**src/rtl/image_load_pkg.sv**
```systemverilog
// Shared command codes, controller state encoding and error-flag bit positions
// for the SPI-to-frame-memory load controller.
package image_load_pkg;

    localparam logic [7:0] CMD_LOAD  = 8'hA5;
    localparam logic [7:0] CMD_START = 8'h3C;

    typedef enum logic [2:0] {
        ST_IDLE,
        ST_CMD,
        ST_LOAD,
        ST_COMPUTE,
        ST_DISCARD
    } state_t;

    localparam int ERR_SHORT   = 0;
    localparam int ERR_BADCMD  = 1;
    localparam int ERR_OVERRUN = 2;

endpackage

```
**src/rtl/pixel_addr_counter.sv**
```systemverilog
// Raster pixel address counter: synchronous clear to zero, increment, and a
// terminal flag that is high while the count sits on the last pixel address.
module pixel_addr_counter #(
    parameter int addrBits  = 12,
    parameter int lastValue = 4095
) (
    input  logic                clk_i,
    input  logic                reset_i,
    input  logic                clear_i,
    input  logic                inc_i,
    output logic [addrBits-1:0] count_o,
    output logic                terminal_o
);

    localparam logic [addrBits-1:0] LAST = addrBits'(lastValue);

    logic [addrBits-1:0] count_q;
    logic [addrBits-1:0] count_d;

    always_comb begin
        count_d = count_q;
        if (clear_i) begin
            count_d = '0;
        end else if (inc_i) begin
            count_d = count_q + 1'b1;
        end
    end

    always_ff @(posedge clk_i) begin
        if (reset_i) begin
            count_q <= '0;
        end else begin
            count_q <= count_d;
        end
    end

    assign count_o    = count_q;
    assign terminal_o = (count_q == LAST);

endmodule

```
**src/rtl/image_load_ctrl.sv**
```systemverilog
// Sequences received SPI bytes into frame memory, decodes the per-transaction
// command byte, and hands a resident frame to the edge core via start/done.
module image_load_ctrl
    import image_load_pkg::*;
#(
    parameter int imgWidth  = 64,
    parameter int imgHeight = 64,
    parameter int addrBits  = $clog2(imgWidth * imgHeight)
) (
    input  logic                clk,
    input  logic                reset,
    input  logic                byteValid,
    input  logic [7:0]          byteData,
    input  logic                ncsSync,
    input  logic                computeDone,
    output logic                memWriteEnable,
    output logic [addrBits-1:0] memWriteAddr,
    output logic [7:0]          memWriteData,
    output logic                frameValid,
    output logic                startCompute,
    output logic                busy,
    output logic [2:0]          errorFlags,
    output state_t              debug_state_o
);

    // Handshake: byteValid is a single-cycle qualifier for byteData; each
    // memWriteEnable cycle carries exactly one address/data pair, and
    // startCompute is a single-cycle request answered later by computeDone.

    state_t              state_q, state_d;
    logic                wr_en_q, wr_en_d;
    logic [addrBits-1:0] wr_addr_q, wr_addr_d;
    logic [7:0]          wr_data_q, wr_data_d;
    logic                frame_valid_q, frame_valid_d;
    logic                start_q, start_d;
    logic                busy_q, busy_d;
    logic [2:0]          err_q, err_d;

    logic                addr_clear;
    logic                addr_inc;
    logic [addrBits-1:0] pix_addr;
    logic                pix_last;

    pixel_addr_counter #(
        .addrBits  (addrBits),
        .lastValue (imgWidth * imgHeight - 1)
    ) u_addr (
        .clk_i      (clk),
        .reset_i    (reset),
        .clear_i    (addr_clear),
        .inc_i      (addr_inc),
        .count_o    (pix_addr),
        .terminal_o (pix_last)
    );

    always_comb begin
        state_d       = state_q;
        wr_en_d       = 1'b0;
        wr_addr_d     = wr_addr_q;
        wr_data_d     = wr_data_q;
        frame_valid_d = frame_valid_q;
        start_d       = 1'b0;
        busy_d        = busy_q;
        err_d         = err_q;
        addr_clear    = 1'b0;
        addr_inc      = 1'b0;

        case (state_q)
            ST_IDLE: begin
                if (!ncsSync) begin
                    state_d = ST_CMD;
                end
            end
            ST_CMD: begin
                if (byteValid) begin
                    if (byteData == CMD_LOAD) begin
                        addr_clear    = 1'b1;
                        frame_valid_d = 1'b0;
                        err_d         = '0;
                        state_d       = ncsSync ? ST_IDLE : ST_LOAD;
                    end else if (byteData == CMD_START && frame_valid_q) begin
                        // Compute entry ignores chip select, even if it rises now.
                        start_d = 1'b1;
                        busy_d  = 1'b1;
                        state_d = ST_COMPUTE;
                    end else begin
                        err_d[ERR_BADCMD] = 1'b1;
                        state_d           = ncsSync ? ST_IDLE : ST_DISCARD;
                    end
                end else if (ncsSync) begin
                    state_d = ST_IDLE;
                end
            end
            ST_LOAD: begin
                if (byteValid) begin
                    wr_en_d   = 1'b1;
                    wr_addr_d = pix_addr;
                    wr_data_d = byteData;
                    addr_inc  = 1'b1;
                end
                if (byteValid && pix_last) begin
                    frame_valid_d = 1'b1;
                    state_d       = ST_DISCARD;
                end else if (ncsSync) begin
                    err_d[ERR_SHORT] = 1'b1;
                    state_d          = ST_IDLE;
                end
            end
            ST_COMPUTE: begin
                if (byteValid) begin
                    err_d[ERR_OVERRUN] = 1'b1;
                end
                if (computeDone) begin
                    busy_d  = 1'b0;
                    state_d = ST_DISCARD;
                end
            end
            ST_DISCARD: begin
                if (ncsSync) begin
                    state_d = ST_IDLE;
                end
            end
            default: begin
                state_d = ST_IDLE;
            end
        endcase
    end

    always_ff @(posedge clk) begin
        if (reset) begin
            state_q       <= ST_IDLE;
            wr_en_q       <= 1'b0;
            wr_addr_q     <= '0;
            wr_data_q     <= '0;
            frame_valid_q <= 1'b0;
            start_q       <= 1'b0;
            busy_q        <= 1'b0;
            err_q         <= '0;
        end else begin
            state_q       <= state_d;
            wr_en_q       <= wr_en_d;
            wr_addr_q     <= wr_addr_d;
            wr_data_q     <= wr_data_d;
            frame_valid_q <= frame_valid_d;
            start_q       <= start_d;
            busy_q        <= busy_d;
            err_q         <= err_d;
        end
    end

    assign memWriteEnable = wr_en_q;
    assign memWriteAddr   = wr_addr_q;
    assign memWriteData   = wr_data_q;
    assign frameValid     = frame_valid_q;
    assign startCompute   = start_q;
    assign busy           = busy_q;
    assign errorFlags     = err_q;
    assign debug_state_o  = state_q;

endmodule

```
**config.mk**
```make
export PLATFORM = sky130hd
export DESIGN_NAME = image_load_ctrl
export DESIGN_NICKNAME = d
export VERILOG_FILES = /design/src/rtl/image_load_pkg.sv /design/src/rtl/pixel_addr_counter.sv /design/src/rtl/image_load_ctrl.sv
export SDC_FILE = /design/constraint.sdc
export NUM_CORES = 1
export LEC_CHECK = 0
export CORE_AREA = 2 2 73 75
export CTS_CLUSTER_SIZE = 8
export DETAILED_ROUTE_END_ITERATION = 8
export DIE_AREA = 0 0 75 77
export PLACE_DENSITY = 0.61
export SETUP_SLACK_MARGIN = 0.2
export SLEW_MARGIN = 0
export SYNTH_ARGS = -nofsm -noshare
export SYNTH_HDL_FRONTEND = slang
export SYNTH_SLANG_ARGS = --single-unit
```
**constraint.sdc**
```tcl
create_clock -name clk -period 1.8 [get_ports clk]
set_input_delay 0.27 -clock clk [delete_from_list [all_inputs] [get_ports clk]]
set_output_delay 0.27 -clock clk [all_outputs]
set_load 0.02 [all_outputs]
```
==> results.json <==
{
  "worstRegToRegCells": 4,
  "grt_start_max_net_pins": 15,
  "cts.sink_count": 42,
  "synth_top_area_share_pct": 45.41,
  "drt_iter0_markers": 67,
  "placement.cell_area_mm2": 0.002456,
  "routed_wirelength_um": 4348,
  "cp-startpoint": "frameValid",
  "layout.cell_area.non_filler_mm2": 0.002592,
  "async_sr_flop_fraction_pct": 0,
  "cts_buffers": 5,
  "drive_gt1_share_pct": 17.65,
  "grt_setup_unrepaired": "no",
  "status": "completed",
  "leakage_power_of_the_design_nw": 0.9638,
  "synth_cell_types": 40,
  "finish.net_count": 285,
  "power_w": 0.001713,
  "fin_crit_ns": 1.556,
  "cp_data_arrival_time_ns": 1.29,
  "cts_tree": "yes",
  "io_pins": 43,
  "drt_drc_violations_left": 0,
  "finalMaxSlewViolations": 0,
  "worst_skew_pair_latency_ns": 0.29,
  "num_rows": 26,
  "postSynthAreaPerCell_um2": 8.735,
  "htree_levels": 2,
  "timing.critical_path.to_type": "output port",
  "netlist_instances": 212,
  "worst_hold_startpoint": "memWriteData[3]",
  "startpoint_type": "flop",
  "grt_first_pass_wirelength_um": 7210,
  "criticalPathCategory": "flop to output port",
  "worst_slew_pin_slew_ns": 0.3034,
  "fillers": 496,
  "crit-reg2reg-launch": "u_addr.count_o[4]",
  "die_height_um": 77,
  "power.ir.vdd_worst_uv": 467.0,
  "dp.final_hpwl_um": 3090,
  "vias_in_the_first_global_route": 1602,
  "cap_violations": 0,
  "synth_sequential_area_ratio_pct": 45.41,
  "vias_cell": 4.904,
  "cts_root_buffer": "sky130_fd_sc_hd__clkbuf_8",
  "core_area_mm2": 0.004977,
  "worstHoldEndpoint": "memWriteData[3]",
  "synth_seq_cells": 42,
  "synth_top_cell_by_area": "sky130_fd_sc_hd__dfxtp_1",
  "die_w_um": 75,
  "final-hold-violation-count": 0,
  "fin_skew_ns": 0.005012,
  "r2r-end": "errorFlags[0]",
  "net_count_after_synthesis": 226,
  "clk_transition_reported_paths_ns": 0.08,
  "flow.area_growth_from_synthesis_pct": 40.00,
  "grt_overflow_total": 0,
  "synth.area.top_cells": "sky130_fd_sc_hd__dfxtp_1 45%, sky130_fd_sc_hd__nand2_1 11%, sky130_fd_sc_hd__a21oi_1 6.5%",
  "yosysWarnings": 0,
  "cp_max_fo": 3,
  "sequential_cell_area_um2": 844.6,
  "min_path_type": "flop to flop",
  "area_used_by_multi_input_combinational_logic_um2": 945.9,
  "critical_path_buffer_and_inverter_count": 1,
  "diodes": 0,
  "routed_wl_per_cell_um": 12.71,
  "floorplan.initialDensity_pct": 37.20,
  "synth.most_common_cell": "sky130_fd_sc_hd__nand2_1",
  "yosys_most_used_dff": "sky130_fd_sc_hd__dfxtp_1",
  "number_of_gates_on_the_worst_path_with_buffers_counted": 1,
  "ant_nets": 0,
  "crit_path_cell_trace": "clkdlybuf4s50_1",
  "antenna_violations_before_repair": 0,
  "slowest_stage": "sky130_fd_sc_hd__clkdlybuf4s50_1",
  "final_standard_cell_count_with_taps_included_and_fillers_excluded": 342,
  "placedCellCount": 332,
  "post_synth_instance_area_mm2": 0.001852,
  "dr_total_vias": 1677,
  "max-clock-path-buffers": 2,
  "slew_headroom_pct": 79.71,
  "synth_edf_count": 0,
  "min_delay_path_depth": 2,
  "setup_violations": 0,
  "gpl.final_weighted_congestion": 0.8469,
  "numPortBuffers": 42,
  "critical_path_required_ns": 1.53,
  "die_area_mm2": 0.005775,
  "grt.total_usage_pct": 15.86,
  "netlist_top_cells_count": "53 x sky130_fd_sc_hd__nand2_1, 42 x sky130_fd_sc_hd__dfxtp_1, 24 x sky130_fd_sc_hd__a21oi_1",
  "period_share_pct": 86.43,
  "max_freq_ghz": 0.6428,
  "worst_path_largest_cell_delay_ns": 0.62,
  "power.density_mw_per_mm2": 660.6,
  "drt_first_pass_iters": 4,
  "timing.critical_path.max_delay_family": "buffers and inverters",
  "reg2reg_setup_slack_ns": 0.31
}
-- tightest hold or removal path, cell delays in order (launching register included) --
cell and delay [ns]:
sky130_fd_sc_hd__dfxtp_1 0.31, sky130_fd_sc_hd__nand2_1 0.05, sky130_fd_sc_hd__a21oi_1 0.05
-- registers in the layout, indices dropped and copies added, names as in the netlist --
| signal | cells |
|---|---|
| startCompute | 1 |
| u_addr.count_o | 12 |
| errorFlags | 3 |
| memWriteAddr | 12 |
| debug_state_o | 3 |
| memWriteData | 8 |
| busy | 1 |
| memWriteEnable | 1 |
| frameValid | 1 |
-- layout make-up --
class / count / share of cell area (%)
clock buffers: 6 / 3.185
clock inverters: 2 / 0.4826
inverters: 4 / 0.5791
multi-input cells: 153 / 36.49
flip-flops and latches: 42 / 32.58
well taps: 70 / 3.378
repair buffers: 65 / 23.31
-- placed cells by master, fill, tap and decap left out, types with 2 or more instances in the layout --
cell / synthesis / routed
sky130_fd_sc_hd__clkbuf_8: 0 / 6
sky130_fd_sc_hd__a21oi_1: 24 / 24
sky130_fd_sc_hd__nand3_1: 5 / 5
sky130_fd_sc_hd__dlygate4sd2_1: 0 / 3
sky130_fd_sc_hd__nand4_1: 4 / 4
sky130_fd_sc_hd__inv_1: 3 / 3
sky130_fd_sc_hd__xor2_1: 2 / 2
sky130_fd_sc_hd__o21ai_1: 2 / 2
sky130_fd_sc_hd__buf_4: 0 / 22
sky130_fd_sc_hd__nor3_1: 6 / 6
sky130_fd_sc_hd__and4bb_2: 4 / 4
sky130_fd_sc_hd__clkdlybuf4s50_1: 0 / 38
sky130_fd_sc_hd__xnor2_1: 9 / 9
sky130_fd_sc_hd__dfxtp_1: 42 / 39
sky130_fd_sc_hd__nor4_4: 2 / 4
sky130_fd_sc_hd__nor2_1: 17 / 17
sky130_fd_sc_hd__dfxtp_2: 0 / 3
sky130_fd_sc_hd__nor2b_1: 3 / 3
sky130_fd_sc_hd__nand2_1: 53 / 53
-- repair_timing --
| action | CTS | global route |
|---|---|---|
| setup endpoints to repair | 5 | 15 |
| pin swaps | 0 | 1 |
| setup buffers | 0 | 2 |
| cloned | 0 | 0 |
| hold buffers | 0 | 0 |
| gates resized for setup | 6 | 4 |
-- metrics by stage --
stage | hold WS [ns] | setup WS, ns | util, % | setup TNS, ns
floorplan | 0.3968 | 0.3383 | - | 0
global placement | 0.4424 | -0.01862 | 49.35 | -0.2236
detailed placement | 0.4469 | -0.06591 | 49.35 | -1.232
CTS | 0.4585 | 0.2003 | 51.26 | 0
global route | 0.4863 | 0.2027 | 52.09 | 0
finish | 0.4547 | 0.2442 | 52.09 | 0
-- routing by layer --
layer | share of wire (%) | vias up | global-route usage, %
met5 | 0 | - | 0
met3 | 5.0 | 7 | 3.417
met1 | 47 | 788 | 21.56
met2 | 47 | 38 | 24.30
met4 | 1.4 | 0 | 5.893
li1 | - | 844 | -
-- kinds of logic after synthesis --
group           synth area share, %
fa+ha+maj                    0.6756
simple gates                  31.96
compound gates                11.96
xor+xnor                      5.203
buf+inv                       4.796
flops                         45.41
-- how the worst max path moves through the flow --
stage | endpoint
global route | frameValid
floorplan | errorFlags[0]
CTS | errorFlags[0]
global placement | u_addr.count_o[5]
finish | frameValid
detailed placement | u_addr.count_o[6]
-- report_power, final --
group	leakage, nW	internal [W]	switching, W
clock	0.0472	0.000308	0.000322
sequential	0.340	0.000935	0.0000137
combinational	0.577	0.0000714	0.0000619
total	0.964	0.00131	0.000398
(Power assumes the default switching activity.)
